### config.mk
export PLATFORM = sky130hd
export DESIGN_NAME = sdio_clk_ctrl
export DESIGN_NICKNAME = d
export VERILOG_FILES = /design/src/rtl/sdio_clk_ctrl.sv
export SDC_FILE = /design/constraint.sdc
export NUM_CORES = 1
export LEC_CHECK = 0
export CAP_MARGIN = 20
export CELL_PAD_IN_SITES_DETAIL_PLACEMENT = 1
export CELL_PAD_IN_SITES_GLOBAL_PLACEMENT = 2
export CORE_MARGIN = 3
export CORE_UTILIZATION = 27
export CTS_CLUSTER_SIZE = 16
export DETAILED_ROUTE_END_ITERATION = 8
export HOLD_SLACK_MARGIN = 0.15
export PLACE_DENSITY_LB_ADDON = 0.1
export SYNTH_ARGS = -nofsm -noshare
export SYNTH_HDL_FRONTEND = slang
export SYNTH_SLANG_ARGS = --single-unit
### constraint.sdc
create_clock -name sd_clk -period 1.6 [get_ports sd_clk]
set_clock_uncertainty 0.15 [all_clocks]
set_input_delay 0.16 -clock sd_clk [delete_from_list [all_inputs] [get_ports sd_clk]]
set_output_delay 0.16 -clock sd_clk [all_outputs]
set_load 0.005 [all_outputs]
### src/rtl/sdio_clk_ctrl.sv
// ----------------------------------------------------------------------------
// sdio_clk_ctrl
//   Sequencer/configurator for the SD card clock generator. Runs the power-up
//   sequence of INIT_CYCLES card-clock rising edges, performs glitch-free
//   divider changes (stop, reload, restart) and pauses the card clock for data
//   flow control. Every output is a register.
//
//   Optional feature: define SDIO_CLK_AUTO_GATE_EN to park the card clock
//   after IDLE_GAP rising edges with no command/data activity.
//
// Ports
//   sd_clk, sd_rst          system clock, synchronous active-high reset
//   clk_en_req              host request: card clock on
//   div_req, div_update     requested divider, one-cycle apply pulse
//   cmd_busy, data_busy     command / data engine activity
//   dir_tx, tx_empty,
//   rx_full                 flow-control inputs from the data engine
//   clk_o, clk_oe,
//   rx_en, tx_en            observed generator state and edge strobes
//   sd_clk_en, sd_clk_div,
//   sd_clk_pause            generator controls
//   clk_ready, busy,
//   upd_done                status to the host
// ----------------------------------------------------------------------------
module sdio_clk_ctrl #(
    parameter int         INIT_CYCLES = 74,
    parameter logic [7:0] INIT_DIV    = 8'd124
`ifdef SDIO_CLK_AUTO_GATE_EN
    ,
    parameter int         IDLE_GAP    = 16
`endif
) (
    input  logic       sd_clk,
    input  logic       sd_rst,
    input  logic       clk_en_req,
    input  logic [7:0] div_req,
    input  logic       div_update,
    input  logic       cmd_busy,
    input  logic       data_busy,
    input  logic       dir_tx,
    input  logic       tx_empty,
    input  logic       rx_full,
    input  logic       clk_o,
    input  logic       clk_oe,
    input  logic       rx_en,
    input  logic       tx_en,
    output logic       sd_clk_en,
    output logic [7:0] sd_clk_div,
    output logic       sd_clk_pause,
    output logic       clk_ready,
    output logic       busy,
    output logic       upd_done
);

    localparam int CW = $clog2(INIT_CYCLES + 1);

    typedef enum logic [2:0] {
        S_OFF, S_START, S_RUN, S_STOP, S_UPDATE
    } state_t;

    state_t          r_state, w_state_nxt;
    state_t          r_target, w_target_nxt;
    logic            r_en, w_en_nxt;
    logic [7:0]      r_div, w_div_nxt;
    logic            r_pause, w_pause_nxt;
    logic            r_ready, w_ready_nxt;
    logic            r_busy, w_busy_nxt;
    logic            r_upd, w_upd_nxt;
    logic            r_pend, w_pend_nxt;
    logic [7:0]      r_pend_div, w_pend_div_nxt;
    logic [CW-1:0]   r_cnt, w_cnt_nxt;
    logic [CW-1:0]   w_cnt_inc;
    logic            w_pause_req;
    logic            w_flow_nxt;
    logic            w_auto_nxt;

    // The falling-edge strobe carries no information this controller needs.
    logic            w_unused_tx_en;
    assign w_unused_tx_en = tx_en;

    assign w_cnt_inc   = r_cnt + CW'(1);
    assign w_pause_req = data_busy & ~cmd_busy & (dir_tx ? tx_empty : rx_full);
    // Only enter pause while the card clock is low so it always parks low;
    // once paused, hold until the request drops.
    assign w_flow_nxt  = w_pause_req & (r_pause | ~clk_o);

`ifdef SDIO_CLK_AUTO_GATE_EN
    localparam int IW = $clog2(IDLE_GAP + 1);

    logic [IW-1:0] r_idle, w_idle_nxt;
    logic          r_auto;

    always_comb begin
        w_idle_nxt = r_idle;
        w_auto_nxt = r_auto;
        if (r_state != S_RUN || cmd_busy || data_busy) begin
            w_idle_nxt = '0;
            w_auto_nxt = 1'b0;
        end else begin
            if (rx_en && r_idle != IW'(IDLE_GAP))
                w_idle_nxt = r_idle + IW'(1);
            if (r_idle == IW'(IDLE_GAP) && !clk_o)
                w_auto_nxt = 1'b1;
        end
    end

    always_ff @(posedge sd_clk) begin
        if (sd_rst) begin
            r_idle <= '0;
            r_auto <= 1'b0;
        end else begin
            r_idle <= w_idle_nxt;
            r_auto <= w_auto_nxt;
        end
    end
`else
    assign w_auto_nxt = 1'b0;
`endif

    always_comb begin
        w_state_nxt    = r_state;
        w_target_nxt   = r_target;
        w_en_nxt       = r_en;
        w_div_nxt      = r_div;
        w_pause_nxt    = 1'b0;
        w_ready_nxt    = r_ready;
        w_busy_nxt     = r_busy;
        w_upd_nxt      = 1'b0;
        w_pend_nxt     = r_pend;
        w_pend_div_nxt = r_pend_div;
        w_cnt_nxt      = r_cnt;

        case (r_state)
            S_OFF: begin
                w_en_nxt    = 1'b0;
                w_ready_nxt = 1'b0;
                w_busy_nxt  = 1'b0;
                // A fresh request supersedes a divider left pending by STOP.
                if (div_update) begin
                    w_div_nxt  = div_req;
                    w_upd_nxt  = 1'b1;
                    w_pend_nxt = 1'b0;
                end else if (r_pend) begin
                    w_div_nxt  = r_pend_div;
                    w_upd_nxt  = 1'b1;
                    w_pend_nxt = 1'b0;
                end
                if (clk_en_req) begin
                    w_state_nxt = S_START;
                    w_en_nxt    = 1'b1;
                    w_busy_nxt  = 1'b1;
                    w_cnt_nxt   = '0;
                end
            end

            S_START: begin
                if (div_update) begin
                    w_pend_div_nxt = div_req;
                    w_pend_nxt     = 1'b1;
                end
                if (!clk_en_req) begin
                    w_state_nxt  = S_STOP;
                    w_target_nxt = S_OFF;
                    w_en_nxt     = 1'b0;
                    w_ready_nxt  = 1'b0;
                    w_busy_nxt   = 1'b1;
                end else if (rx_en) begin
                    w_cnt_nxt = w_cnt_inc;
                    if (w_cnt_inc == CW'(INIT_CYCLES)) begin
                        w_state_nxt = S_RUN;
                        w_ready_nxt = 1'b1;
                        w_busy_nxt  = 1'b0;
                    end
                end
            end

            S_RUN: begin
                if (!clk_en_req) begin
                    w_state_nxt  = S_STOP;
                    w_target_nxt = S_OFF;
                    w_en_nxt     = 1'b0;
                    w_ready_nxt  = 1'b0;
                    w_busy_nxt   = 1'b1;
                    // Left pending; OFF applies it once the clock is down.
                    if (div_update) begin
                        w_pend_div_nxt = div_req;
                        w_pend_nxt     = 1'b1;
                    end
                end else if (div_update || r_pend) begin
                    if (div_update)
                        w_pend_div_nxt = div_req;
                    w_pend_nxt   = 1'b0;
                    w_state_nxt  = S_STOP;
                    w_target_nxt = S_UPDATE;
                    w_en_nxt     = 1'b0;
                    w_ready_nxt  = 1'b0;
                    w_busy_nxt   = 1'b1;
                end else begin
                    w_pause_nxt = w_flow_nxt | w_auto_nxt;
                end
            end

            S_STOP: begin
                if (div_update) begin
                    w_pend_div_nxt = div_req;
                    w_pend_nxt     = 1'b1;
                end
                // Generator finishes its high phase before dropping clk_oe;
                // reloading the divider before then could glitch the card.
                if (!clk_oe) begin
                    w_state_nxt = r_target;
                    if (r_target == S_OFF)
                        w_busy_nxt = 1'b0;
                end
            end

            S_UPDATE: begin
                w_div_nxt  = r_pend_div;
                w_upd_nxt  = 1'b1;
                w_pend_nxt = 1'b0;
                if (div_update) begin
                    w_pend_div_nxt = div_req;
                    w_pend_nxt     = 1'b1;
                end
                w_busy_nxt = 1'b0;
                if (clk_en_req) begin
                    w_state_nxt = S_RUN;
                    w_en_nxt    = 1'b1;
                    w_ready_nxt = 1'b1;
                end else begin
                    w_state_nxt = S_OFF;
                    w_en_nxt    = 1'b0;
                    w_ready_nxt = 1'b0;
                end
            end

            default: begin
                w_state_nxt = S_OFF;
                w_en_nxt    = 1'b0;
                w_ready_nxt = 1'b0;
                w_busy_nxt  = 1'b0;
            end
        endcase
    end

    always_ff @(posedge sd_clk) begin
        if (sd_rst) begin
            r_state    <= S_OFF;
            r_target   <= S_OFF;
            r_en       <= 1'b0;
            r_div      <= INIT_DIV;
            r_pause    <= 1'b0;
            r_ready    <= 1'b0;
            r_busy     <= 1'b0;
            r_upd      <= 1'b0;
            r_pend     <= 1'b0;
            r_pend_div <= INIT_DIV;
            r_cnt      <= '0;
        end else begin
            r_state    <= w_state_nxt;
            r_target   <= w_target_nxt;
            r_en       <= w_en_nxt;
            r_div      <= w_div_nxt;
            r_pause    <= w_pause_nxt;
            r_ready    <= w_ready_nxt;
            r_busy     <= w_busy_nxt;
            r_upd      <= w_upd_nxt;
            r_pend     <= w_pend_nxt;
            r_pend_div <= w_pend_div_nxt;
            r_cnt      <= w_cnt_nxt;
        end
    end

    assign sd_clk_en    = r_en;
    assign sd_clk_div   = r_div;
    assign sd_clk_pause = r_pause;
    assign clk_ready    = r_ready;
    assign busy         = r_busy;
    assign upd_done     = r_upd;

endmodule

==> flow_summary.json, run 1 <==
{
  "worstPathArrival_ps": 1610,
  "cp_cell_sequence": "and3_4 > and2b_2 > mux2i_1 > a21o_1 > a31o_2",
  "synthToLayoutAreaGrowth_pct": 47.6,
  "drt-total-wl_um": 4960,
  "p_sw_frac": 0.343,
  "port_buffers": 32,
  "avgRoutedWirePerCell_um": 15.1,
  "root_buffer": "clkbuf_8",
  "dp_cells": 314,
  "synth-seq-area-share": 0.396,
  "layout-drive-gt1-share": 0.254,
  "final_area_um2": 2460,
  "synth-seq-cells": 33,
  "yosys.cell_types.count": 41,
  "antenna_found_initial": 0,
  "syn_inst": 191,
  "regArea_um2": 677,
  "crit_fanout": 5,
  "fillCellCount": 683,
  "place_congestion": 0.769,
  "avgViaCountPerCell": 4.98,
  "ant_nets": 0,
  "grt_max_degree": 12,
  "pin_count": 34,
  "grt_pass1_vias": 1727,
  "ys_async_sr_fraction": 0,
  "min_period_ps": 1590,
  "tightest_slew_ps": 470,
  "multi_input_area_um2": 1010,
  "pwr-share-comb": 0.426,
  "place_area_um2": 2250,
  "critPathTopFamily": "compound AO/OA/AOI/OAI gates",
  "synth_ff_type": "dfxtp_1",
  "syn_area_um2": 1670,
  "whs_ps": 312,
  "instances_no_fill": 328,
  "finalSetupTns_ps": 0,
  "synth_edf_count": 0,
  "drc": 0,
  "clkLatencyLatePin_ps": 280,
  "num-nets-final": 278,
  "fin_crit_sh": 0.991,
  "drt_iter0_drc": 44,
  "worst_ep_required_time_ps": 1620,
  "htree_levels": 2,
  "vdd_ir_drop_max_mv": 0.476,
  "grt_pass1_wl_um": 8160,
  "die_y_um": 84.6,
  "rows": 27,
  "n_antenna_cell": 0,
  "max_freq_ghz": 0.631,
  "holdCritPathClass": "input pin to flip-flop",
  "clkSinkCount": 33,
  "min-delay-start": "data_busy",
  "seqPwrFrac": 0.368,
  "clkTransAtPathRegs_ps": 70,
  "grt_setup_unrepaired": "yes",
  "die_w_um": 84.6,
  "cp_num_buf_inv": 0,
  "p_int_mw": 1.95,
  "drv_cap": 0,
  "reg2reg_from": "r_cnt[1]$_SDFFE_PP0P_",
  "slew_viol_final": 0,
  "setup_violations": 0,
  "dr.pass1.iters": 2,
  "start_kind": "flip-flop",
  "cts_tree": "done",
  "yosys_warnings": 0,
  "powerDensity_nw_per_um2": 1200,
  "status": "completed",
  "endpoint_kind": "flip-flop",
  "worstSetupPathType": "flip-flop to flip-flop",
  "hold_viol_final": 0,
  "max_slew_margin": 0.683,
  "clockBufferDepth": 2,
  "p_leak_nw": 1.03,
  "syn_nets": 214,
  "crit_start": "r_cnt[1]$_SDFFE_PP0P_",
  "numCtsBuffers": 5,
  "avgSynthCellArea_um2": 8.73,
  "post-dp-hpwl_um": 3590,
  "pwr-share-clk": 0.205,
  "die_area_um2": 7160,
  "grt_overflow_total": 0,
  "start_util": 0.290,
  "crit_slowest_cell": "dfxtp_4",
  "power.switching_mw": 1.02,
  "vias": 1632,
  "total_power_mw": 2.96,
  "critical_path.max_stage_delay_ps": 370,
  "core-area_um2": 5740,
  "grt_use_total": 0.140
}
==> cells in the mapped netlist (3+ instances only) <==
cell type | instances | share of area
nor2_1 | 20 | 0.045
o211ai_1 | 5 | 0.023
or3b_1 | 4 | 0.021
o21ai_0 | 9 | 0.027
nand3_1 | 4 | 0.012
nor2b_1 | 3 | 0.011
nand2b_1 | 6 | 0.023
nand2_1 | 15 | 0.034
o31ai_1 | 3 | 0.014
buf_2 | 6 | 0.018
nand4b_1 | 3 | 0.016
a211oi_1 | 3 | 0.014
clkbuf_1 | 4 | 0.0090
mux2i_1 | 19 | 0.11
nor3_1 | 4 | 0.012
a21oi_1 | 15 | 0.045
dfxtp_1 | 33 | 0.40
==> area by class of cell <==
type / instances / area share
inverters: 2 / 0.00305
repair buffers: 67 / 0.242
clock inverters: 2 / 0.00407
clock buffers: 6 / 0.0295
flip-flops and latches: 33 / 0.275
multi-input cells: 146 / 0.410
well taps: 72 / 0.0366
==> layout by cell type (no fill, tap or decap), types with 3 or more instances in the layout <==
master           synthesis  routed
nand2_1                 15      15
nand4b_1                 3       3
nor2_1                  20      19
nand2b_1                 6       6
a211oi_1                 3       3
o21ai_0                  9       7
o31ai_1                  3       3
mux2i_1                 19      19
nor3_1                   4       4
dfxtp_2                  0       4
a21oi_1                 15      13
buf_4                    0      34
dfxtp_1                 33      26
nand3_1                  4       4
nor2b_1                  3       3
or3b_1                   4       4
clkbuf_8                 0       5
o211ai_1                 5       5
clkdlybuf4s50_1          0      32
dfxtp_4                  0       3
==> registers in the layout, summed over array words and instances, names as in the netlist <==
signal        cells
sd_clk_en         1
sd_clk_pause      1
sd_clk_div        8
r_target          1
r_pend_div        8
clk_ready         1
busy              1
r_pend            1
r_state           3
r_cnt             7
upd_done          1
==> power groups by stage <==
stage / clock [mW] / sequential [mW] / combinational (mW)
2_1_floorplan: 0 / 1.08 / 0.665
3_3_place_gp: 0 / 1.09 / 1.15
3_5_place_dp: 0 / 1.10 / 1.19
4_1_cts: 0.639 / 1.09 / 1.21
5_1_grt: 0.681 / 1.11 / 1.40
6_report: 0.608 / 1.09 / 1.26
==> logic make-up (layout without fill, tap and decap cells) <==
family,after synthesis,in the layout,synth area share
flip-flops,33,33,0.396
adder cells (fa/ha/maj),2,2,0.0150
buffers and inverters,12,77,0.0315
AO/OA/AOI/OAI,48,48,0.188
XOR/XNOR,3,3,0.0158
multiplexers,19,19,0.114
AND/OR/NAND/NOR,74,74,0.240
==> metrics by stage <==
stage / setup slack [ps] / util
final: 15.0 / 0.429
after global routing: -80.6 / 0.429
after CTS: -14.9 / 0.412
after detailed placement: -171 / 0.392
after global placement: -136 / 0.392
after floorplan: 24.0 / -
==> worst paths after layout <==
| path | end | slack [ps] | cells after the start |
|---|---|---|---|
| max reg2reg | r_state[1]$_SDFFE_PP0P_ | 10 | 5 |
| max | r_state[1]$_SDFFE_PP0P_ | 10 | 5 |
| min | sd_clk_pause$_SDFF_PP0_ | 310 | 3 |
| min reg2reg | r_pend_div[5]$_SDFFE_PP1P_ | 330 | 2 |
==> worst register-to-register path, cell delays in order (launching register included) <==
cell,delay [ps]
dfxtp_4,370
and3_4,170
and2b_2,220
mux2i_1,120
a21o_1,230
a31o_2,220
==> repair_timing <==
item / CTS / global route
gates cloned: 0 / 0
pin swaps: 0 / 12
buffers inserted: 1 / 5
endpoints found under the setup margin: 9 / 22
resized for setup: 6 / 18
hold buffers: 0 / 0
==> per-layer routing <==
metal / part of all wire / GRT usage
met5: 0 / 0
met4: 0.011 / 0.0388
met3: 0.036 / 0.0343
met2: 0.51 / 0.247
met1: 0.44 / 0.168
No activity file was read; power rests on OpenSTA's default activity.
==> run 2: changes to the inputs <==
--- a/constraint.sdc
+++ b/constraint.sdc
@@ -3,3 +3,3 @@
 set_input_delay 0.16 -clock sd_clk [delete_from_list [all_inputs] [get_ports sd_clk]]
 set_output_delay 0.16 -clock sd_clk [all_outputs]
-set_load 0.005 [all_outputs]
+set_load 0.1 [all_outputs]
==> run 2 against run 1 <==
The run now ends with setup timing left. Combinational power rose by 61%. Routed wire length barely moved. Cell count fell by 0.91%. Sequential power rose by 6%. Core utilization rose by 2.1 points. Count of clock-buffer cells in the layout fell by 1. Sequential share of layout area fell by 1.3 points. Power rose by 29%. Final area rose by 4.8%. Largest cell class unchanged. Sequential cell count did not move. Critical endpoint unchanged. Clock power rose by 5.6%.
==> flow_summary.json, run 2 (synthesis results as in run 1) <==
{
  "dr.pass1.iters": 2,
  "cts_tree": "done",
  "worstSetupPathType": "flip-flop to flip-flop",
  "die_y_um": 84.6,
  "drc": 0,
  "setup_violations": 3,
  "start_util": 0.290,
  "clkLatencyLatePin_ps": 290,
  "grt_overflow_total": 0,
  "antenna_found_initial": 0,
  "place_area_um2": 2370,
  "violations": "setup timing",
  "core-area_um2": 5740,
  "vias": 1633,
  "powerDensity_nw_per_um2": 1490,
  "tightest_slew_ps": 402,
  "num-nets-final": 275,
  "fillCellCount": 676,
  "multi_input_area_um2": 1020,
  "layout-drive-gt1-share": 0.316,
  "clkTransAtPathRegs_ps": 80,
  "final_area_um2": 2580,
  "drt_iter0_drc": 22,
  "rows": 27,
  "instances_no_fill": 325,
  "dp_cells": 312,
  "drv_cap": 0,
  "status": "finished with violations",
  "grt_max_degree": 15,
  "numCtsBuffers": 5,
  "setup_slack_ps": -25.1,
  "avgRoutedWirePerCell_um": 15.3,
  "p_leak_nw": 1.09,
  "die_w_um": 84.6,
  "avgViaCountPerCell": 5.02,
  "final_cell_mix": "buf_4 (29), dfxtp_1 (24), mux2i_1 (19), nor2_1 (19), clkdlybuf4s50_1 (19)",
  "post-dp-hpwl_um": 3660,
  "final_common_cell": "buf_4",
  "worst_ep_required_time_ps": 1630,
  "max_freq_ghz": 0.615,
  "ctsHoldBuffers": 0,
  "root_buffer": "clkbuf_8",
  "regArea_um2": 677,
  "n_antenna_cell": 0,
  "slew_viol_final": 0,
  "min_period_ps": 1630,
  "grt_pass1_vias": 1764,
  "worstPathArrival_ps": 1650,
  "fin_crit_sh": 1.02,
  "max_slew_margin": 0.731,
  "holdCritPathClass": "input pin to flip-flop",
  "vdd_ir_drop_max_mv": 0.801,
  "grt_use_total": 0.143,
  "die_area_um2": 7160,
  "whs_ps": 300,
  "synthToLayoutAreaGrowth_pct": 54.8,
  "crit_fanout": 4,
  "clockBufferDepth": 2,
  "grt_pass1_wl_um": 8300,
  "ant_nets": 0,
  "drt-total-wl_um": 4960,
  "grt_setup_unrepaired": "yes",
  "htree_levels": 2,
  "clkSinkCount": 33,
  "hold_viol_final": 0,
  "port_buffers": 32,
  "pin_count": 34,
  "start_kind": "flip-flop",
  "endpoint_kind": "flip-flop",
  "place_congestion": 0.780
}
[run 2: what timing repair did]
| action | CTS | global route |
|---|---|---|
| pin swaps | 5 | 10 |
| endpoints found under the setup margin | 18 | 26 |
| buffers inserted | 2 | 3 |
| gates resized for setup | 10 | 14 |
| gates cloned | 0 | 0 |
[run 2: power breakdown]
part           total [mW]  internal, mW  switching (mW)  leakage, nW
registers            1.16         0.981           0.180        0.275
clock network       0.642         0.301           0.341       0.0439
logic                2.03         0.833            1.20        0.767
total                3.84          2.11            1.72         1.09
[run 2: final timing paths]
path	from	to	slack, ps	depth (start not counted)
setup / recovery	r_cnt[0]$_SDFFE_PP0P_	r_state[1]$_SDFFE_PP0P_	-30	6
hold / removal	data_busy	sd_clk_pause$_SDFF_PP0_	300	3
setup reg to reg	r_cnt[0]$_SDFFE_PP0P_	r_state[1]$_SDFFE_PP0P_	-30	6
hold reg to reg	r_pend_div[6]$_SDFFE_PP1P_	r_pend_div[6]$_SDFFE_PP1P_	330	2
[run 2: area by class of cell]
class | instances | area share
multi-input combinational | 146 | 0.395
timing repair buffer | 64 | 0.272
sequential | 33 | 0.262
tap | 72 | 0.0349
clock buffer | 5 | 0.0267
clock inverter | 3 | 0.00679
inverter | 2 | 0.00291
[run 2: layer usage]
layer	global-route usage	vias up	wire, µm
li1	-	812	-
met1	0.165	787	2110
met2	0.247	28	2550
met3	0.0471	6	241
met4	0.0460	0	60
met5	0	-	0
[run 2: stage by stage]
stage               setup TNS [ps]   util  worst slack, ps  power (mW)
floorplan                        0      -             24.0        2.37
global placement             -2010  0.413             -137        3.09
detailed placement           -2940  0.413             -206        3.15
CTS                          -77.4  0.436            -41.7        3.82
global route                  -552  0.449            -87.4        4.06
finish                       -52.4  0.449            -25.1        3.84
[run 2: critical path, cell delays in order (launching register included)]
cell,delay [ps]
dfxtp_4,360
buf_6,120
and3_4,160
and2b_1,180
mux2i_1,120
a21o_1,210
a31o_2,210
